**src/rtl/servo_cmd_decoder.sv**
```systemverilog
// Servo command decoder: assembles {index, pulse_hi, pulse_lo} SPI byte frames
// into clamped per-channel pulse widths, with timeout and deselect abort.
module servo_cmd_decoder #(
  parameter int unsigned NUM_CHANNELS  = 2,
  parameter int unsigned MIN_PULSE     = 500,
  parameter int unsigned MAX_PULSE     = 2500,
  parameter int unsigned DEFAULT_PULSE = 1500,
  parameter int unsigned TIMEOUT_CLKS  = 16000
) (
  input  logic                       i_clock,
  input  logic                       i_reset,
  input  logic                       i_byte_valid,
  input  logic [7:0]                 i_byte,
  input  logic                       i_select,
  output logic [16*NUM_CHANNELS-1:0] o_pulse,
  output logic [NUM_CHANNELS-1:0]    o_update,
  output logic                       o_frame_error,
  output logic [7:0]                 o_error_count,
  output logic                       o_busy
);

  localparam int unsigned CNT_W = $clog2(TIMEOUT_CLKS + 1);

  typedef enum logic [1:0] {IDLE, GET_HI, GET_LO, COMMIT} state_e;

  state_e                         state_q, state_d;
  logic [7:0]                     idx_q, idx_d;
  logic [15:0]                    val_q, val_d;
  logic [CNT_W-1:0]               tmo_q, tmo_d;
  logic [NUM_CHANNELS-1:0][15:0]  pulse_q, pulse_d;
  logic [NUM_CHANNELS-1:0]        update_q, update_d;
  logic                           ferr_q, ferr_d;
  logic [7:0]                     errcnt_q, errcnt_d;
  logic                           busy_q, busy_d;
  logic                           sel_meta_q, sel_sync_q, sel_prev_q;
  logic                           deselect_c;
  logic [15:0]                    clamped_c;

  assign deselect_c = sel_sync_q & ~sel_prev_q;

  assign clamped_c = (val_q < 16'(MIN_PULSE)) ? 16'(MIN_PULSE) :
                     (val_q > 16'(MAX_PULSE)) ? 16'(MAX_PULSE) : val_q;

  always_ff @(posedge i_clock) begin
    if (i_reset) begin
      state_q    <= IDLE;
      idx_q      <= '0;
      val_q      <= '0;
      tmo_q      <= '0;
      pulse_q    <= {NUM_CHANNELS{16'(DEFAULT_PULSE)}};
      update_q   <= '0;
      ferr_q     <= 1'b0;
      errcnt_q   <= '0;
      busy_q     <= 1'b0;
      sel_meta_q <= 1'b1;
      sel_sync_q <= 1'b1;
      sel_prev_q <= 1'b1;
    end else begin
      state_q    <= state_d;
      idx_q      <= idx_d;
      val_q      <= val_d;
      tmo_q      <= tmo_d;
      pulse_q    <= pulse_d;
      update_q   <= update_d;
      ferr_q     <= ferr_d;
      errcnt_q   <= errcnt_d;
      busy_q     <= busy_d;
      sel_meta_q <= i_select;
      sel_sync_q <= sel_meta_q;
      sel_prev_q <= sel_sync_q;
    end
  end

  // Frame assembly; a byte arriving on the timeout cycle still counts as on time.
  always_comb begin
    state_d  = state_q;
    idx_d    = idx_q;
    val_d    = val_q;
    tmo_d    = '0;
    pulse_d  = pulse_q;
    update_d = '0;
    ferr_d   = 1'b0;
    unique case (state_q)
      IDLE: begin
        if (i_byte_valid) begin
          idx_d   = i_byte;
          state_d = GET_HI;
        end
      end
      GET_HI: begin
        if (deselect_c) begin
          state_d = IDLE;
          ferr_d  = 1'b1;
        end else if (i_byte_valid) begin
          val_d[15:8] = i_byte;
          state_d     = GET_LO;
        end else if (tmo_q == CNT_W'(TIMEOUT_CLKS - 1)) begin
          state_d = IDLE;
          ferr_d  = 1'b1;
        end else begin
          tmo_d = tmo_q + CNT_W'(1);
        end
      end
      GET_LO: begin
        if (deselect_c) begin
          state_d = IDLE;
          ferr_d  = 1'b1;
        end else if (i_byte_valid) begin
          val_d[7:0] = i_byte;
          state_d    = COMMIT;
        end else if (tmo_q == CNT_W'(TIMEOUT_CLKS - 1)) begin
          state_d = IDLE;
          ferr_d  = 1'b1;
        end else begin
          tmo_d = tmo_q + CNT_W'(1);
        end
      end
      COMMIT: begin
        if (32'(idx_q) < NUM_CHANNELS) begin
          for (int unsigned k = 0; k < NUM_CHANNELS; k++) begin
            if (32'(idx_q) == k) begin
              pulse_d[k]  = clamped_c;
              update_d[k] = 1'b1;
            end
          end
        end else begin
          ferr_d = 1'b1;
        end
        if (i_byte_valid) begin
          idx_d   = i_byte;
          state_d = GET_HI;
        end else begin
          state_d = IDLE;
        end
      end
      default: state_d = IDLE;
    endcase
    errcnt_d = (ferr_d && errcnt_q != 8'hFF) ? errcnt_q + 8'd1 : errcnt_q;
    busy_d   = (state_d == GET_HI) || (state_d == GET_LO);
  end

  assign o_pulse       = pulse_q;
  assign o_update      = update_q;
  assign o_frame_error = ferr_q;
  assign o_error_count = errcnt_q;
  assign o_busy        = busy_q;

endmodule

```
**config.mk**
```make
export PLATFORM = sky130hd
export DESIGN_NAME = servo_cmd_decoder
export DESIGN_NICKNAME = d
export VERILOG_FILES = /design/src/rtl/servo_cmd_decoder.sv
export SDC_FILE = /design/constraint.sdc
export NUM_CORES = 1
export LEC_CHECK = 0
export CAP_MARGIN = 20
export CORE_MARGIN = 2
export CORE_UTILIZATION = 55
export CTS_BUF_LIST = sky130_fd_sc_hd__clkbuf_8
export CTS_CLUSTER_SIZE = 25
export DETAILED_ROUTE_END_ITERATION = 16
export HOLD_SLACK_MARGIN = 0.12
export PLACE_DENSITY_LB_ADDON = 0.12
export SLEW_MARGIN = 20
export SYNTH_ARGS = -nofsm -noshare
export SYNTH_HDL_FRONTEND = slang
export SYNTH_SLANG_ARGS = --single-unit
export TNS_END_PERCENT = 30
```
**constraint.sdc**
```tcl
create_clock -name i_clock -period 3.7 [get_ports i_clock]
set_input_delay 0.37 -clock i_clock [delete_from_list [all_inputs] [get_ports i_clock]]
set_output_delay 0.37 -clock i_clock [all_outputs]
set_load 0.01 [all_outputs]
```
* Word-level counts from Yosys, hierarchy flattened
Index checks and enable logic that the tools add are counted.
** Storage, ports and cells
- Input bits :: 12
- Output and inout port bits :: 44
- Register bits :: 87
- Word-level logic and storage cells :: 63
** Operators by class
- Bitwise gates (word level) :: 6
- Magnitude comparators :: 3
- Muxes and demuxes :: 17
- Equality and inequality tests :: 8
- $add $sub $neg :: 2
- Reductions and logical operators :: 13
** Operators by type and width (number)
- 16-bit two-way mux :: 2
- 16-bit by 12-bit greater-than comparator with 1-bit output (second input constant) :: 1
- 16-bit by 9-bit < comparator with 1-bit output (second input constant) :: 1
- 14-bit by 1-bit adder with 14-bit output (second input constant) :: 1
- 14-bit == test (second input constant) :: 1
- 2-bit two-way mux :: 6
- 3-bit AND reduction :: 4
- 8-bit by 1-bit adder with 8-bit output (second input constant) :: 1
- 8-bit by 1-bit == test with 1-bit output (second input constant) :: 1
- 8-bit zero test :: 1
- 8-bit by 2-bit < comparator with 1-bit output (second input constant) :: 1
- 8-bit != test (second input constant) :: 1
- 2-bit case mux with 4 select lines :: 1
- 1-bit two-way mux :: 7
- 2-bit == test (second input constant) :: 3
- 1-bit NOT :: 5
- 5-bit OR reduction :: 1
- 2-bit by 1-bit == test with 1-bit output (second input constant) :: 2
- 2-bit OR reduction :: 2
- 3-bit OR reduction :: 1
- 2-bit zero test :: 1
- 1-bit case mux with 2 select lines :: 1
- 2-bit AND reduction :: 1
- 1-bit AND :: 1
- 2 further kinds :: 2

* Longest topological paths before layout
- Depth in word-level cells :: 7
- Gate-level depth with buffers :: 8
- Gate-level depth less buffers :: 7

* Worst setup path after synthesis
No wires, ideal clock.
- Path kind :: register -> register
- Start :: register state_q[0]
- End :: register errcnt_q[0], in the netlist o_error_count[0]
- Clock period less this slack :: 2016 ps
- Library setup time :: 121 ps
- Data arrival time :: 1895 ps
- Required time :: 3579 ps
- Cell stages (with the launch flop) :: 9
- Path buffers :: 1
- Setup slack :: 1684 ps
- Cell sequence :: dfxtp_1 -> inv_1 -> ha_1 -> and2b_2 -> and2_2 -> a221oi_2 -> buf_6 -> a31oi_1 -> mux2_2
** Between the ends
- Word-level cells in the longest chain between the ends :: 4
** Ends and longest elaborated chain
- start, declared :: RTL line 26 : state_e state_q, state_d;
- start signal, assigned :: RTL line 59 : state_q <= state_d;
- 2-bit == test or 2-bit by 1-bit == test with 1-bit output (tied branches) :: RTL line 83 : unique case (state_q)
- 2-bit OR reduction (no source line)
- 1-bit case mux with 2 select lines * :: RTL line 83
- 1-bit logical AND * :: RTL line 138 : errcnt_d = (ferr_d && errcnt_q != 8'hFF) ? errcnt_q + 8'd1 : errcnt_q;
- end signal, assigned :: RTL line 66 : errcnt_q <= errcnt_d;
- end, declared :: RTL line 33 : logic [7:0] errcnt_q, errcnt_d;
Mark *: on every way between the ends. The rest lies on a longest branch, timed or not.
A chain may end at the register's enable or synchronous reset.

* Final worst setup path
- Start :: register state_q[0]
- End :: register errcnt_q[5], in the netlist o_error_count[5]
Same word-level chain as after synthesis.

==> results by group <==
Run status
  • Outcome: completed

Yosys
  • Register area share after synthesis: 49.79%
  • Synth Flop Type: dfxtp_1
  • Ys async rst share: 0%
  • Most frequent cell after synthesis: dfxtp_1
  • Post-synthesis cell type count: 53
  • Most frequent cells after synthesis: dfxtp_1, nor2_1, mux2i_1, nand2_1, nand3_1
  • Syn. warnings: 0
  • Top cells by area, synth: dfxtp_1, nor2_1, mux2i_1
  • Most area-hungry cell type in the Yosys netlist: dfxtp_1
  • Post-synth EDFFs: 0
  • Avg Inst Size Synth: 9.481 um^2
  • Post-synth top area share: 49.79%
  • Post-Syn Area: 0.003498 mm^2
  • Yosys reg bits: 87
  • Syn Nets: 387
  • Gate Count Post-Synth: 369

Routing
  • Starting DRC count in detailed routing: 133
  • Wirelength per Cell: 14.55 um
  • Final WL: 7.349 mm
  • DR vias: 2,725
  • Drc violations: 0
  • First-pass DRT Iterations: 4
  • Via/cell ratio: 5.396
  • Antenna viol nets, final: 0

Timing
  • Final hold vios: 0
  • Slew headroom: 42.90%
  • Final period utilization: 66.02%
  • Slew at the pin closest to its max-slew limit: 0.8547 ns
  • Worst Skew: 0.008178 ns
  • Fin Setup TNS: 0 ns
  • RSZ-0062 raised after global routing: false
  • Min cycle time layout: 2.443 ns
  • Max-slew violation count: 0
  • Final setup fails: 0
  • FMAX: 409.4 MHz

Global route
  • GRT Residual Overflow: 0
  • Largest net degree at the start of global routing: 32
  • Initial antenna violation count: 0
  • Vias in the first global route: 2,589
  • First-pass GRT wire length: 12.50 mm
  • Global-route usage over all layers: 21.86%

Floorplan
  • Die height: 83.76 um
  • Core area: 0.006241 mm^2
  • Number of I/O pins: 56
  • Initial Utilization: 56.05%
  • Rows: 29
  • Die footprint: 0.007015 mm^2
  • Chip width: 83.76 um

Critical path
  • Largest stage delay, worst path: 0.63 ns
  • Delay-heaviest family, CP: compound AO/OA/AOI/OAI gates
  • Critical Path Source: state_q[0]
  • Data required time of the worst path: 3.95 ns
  • WP buf/inv: 1
  • WP data arrival: 2.69 ns
  • Crit start category: register
  • Reg-to-reg startpoint: state_q[0]
  • R2R setup slack: 1.26 ns
  • Reg2Reg Depth: 7
  • Critical-path cell list: inv_1 -> ha_1 -> and2b_2 -> and2_2 -> a221oi_2 -> a2111oi_0 -> mux2_2
  • Worst reg2reg endpoint: o_error_count[5]
  • Peak fanout along the critical path: 12
  • Worst Setup Path Type: reg -> reg
  • CP max stage cell: a221oi_2
  • Crit path capture type: register

Clocking
  • H-tree depth: 3
  • Max Buffers Root-to-Sink: 2
  • Clk root buf: clkbuf_8
  • Post-CTS Setup Bufs: 0
  • Clock Sink Count: 87
  • Hold_buf cts: 0
  • Resized cells post-CTS: 0
  • Clock transition at path regs: 0.08 ns
  • CTS Buf Count: 9
  • TritonCTS clock tree: built
  • Clk_lat worst skew: 0.35 ns

Power
  • Leakage power: 1.627 nW
  • Peak VDD IR: 0.2725 mV
  • Pwr/cell area: 402.3 mW/mm^2
  • Tot Pwr: 1.715 mW

Flow run
  • Total of max-cap violations: 0

Finish
  • Layout cells sized above 1: 7.477%
  • # fillers: 527
  • Area grow syn2layout: 21.89%
  • Fin nets: 441
  • ANT cells: 0

Placement
  • Buffers on Ports: 55
  • Dpl hpwl: 5.212 mm
  • GPL Wtd Cong: 0.8013

Min path
  • Worst min-delay path class: reg -> reg
  • Hold Crit Start: sel_meta_q
  • Hold-critical path depth: 1
  • Hold EP: sel_sync_q
==> area by class of cell <==
cell class	instances	area, um^2	share of cell area (%)
multi-input combinational	259	1653	38.76
clock buffer	10	137.6	3.228
sequential	87	1742	40.85
inverter	10	37.54	0.8803
clock inverter	6	45.04	1.056
tap	77	96.34	2.259
timing repair buffer	56	553.0	12.97
==> cell usage in the layout (no fill, tap or decap), drive strengths merged, types with 6 or more instances in the layout <==
cell,n
nand3,12
clkbuf,10
xor2,8
a31oi,9
clkdlybuf4s50,54
dfxtp,87
inv,11
nand2b,7
mux2i,25
nand4,7
a21oi,11
nand2,13
ha,6
and2,9
nor2,79
==> state kept, by name (all words and copies together) (netlist names) <==
signal and count:
o_error_count 8, idx_q 8, o_frame_error 1, o_update 2
sel_sync_q 1, sel_meta_q 1, state_q 2, sel_prev_q 1
o_busy 1, tmo_q 14, o_pulse 32, val_q 16
==> cells by family after synthesis <==
logic type	synth area share [%]
buf+inv	2.969
xor+xnor	3.004
simple gates	22.85
flops	49.79
mux	8.119
fa+ha+maj	2.146
compound gates	11.12
==> per-stage QoR <==
| step | worst slack (ns) | cells | utilization [%] | hold WS (ns) | instance area (um^2) |
|---|---|---|---|---|---|
| finish | 1.257 | 505 | 68.32 | 0.4212 | 4264 |
| detailed placement | 1.201 | 489 | 65.40 | 0.4057 | 4081 |
| global route | 1.080 | 505 | 68.32 | 0.4529 | 4264 |
| global placement | 1.262 | 489 | 65.40 | 0.4059 | 4081 |
| floorplan | 1.684 | 369 | - | 0.3895 | 3498 |
| CTS | 1.243 | 505 | 68.32 | 0.4284 | 4264 |
==> metal layers <==
metal	global-route usage, %	wire length [um]	up-vias	share of wire, %
met2	33.82	3426	67	47
met5	0	0	-	0
met3	4.352	299	9	4.1
met4	9.091	89	0	1.2
met1	29.97	3533	1258	48
li1	-	-	1391	-
==> how the worst max path moves through the flow <==
| stage | end | slack (ns) | cells past startpoint |
|---|---|---|---|
| floorplan | o_error_count[0] | 1.68 | 8 |
| global placement | o_error_count[5] | 1.26 | 6 |
| detailed placement | o_error_count[5] | 1.20 | 6 |
| CTS | o_error_count[5] | 1.24 | 7 |
| global route | o_error_count[5] | 1.08 | 7 |
| finish | o_error_count[5] | 1.26 | 7 |
==> power breakdown <==
group / internal [mW] / leakage (nW) / total [mW] / switching, mW
combinational: 0.0547 / 0.838 / 0.145 / 0.0907
sequential: 0.952 / 0.704 / 0.963 / 0.0109
clock: 0.264 / 0.0849 / 0.607 / 0.343
No activity file was read; power rests on OpenSTA's default activity.
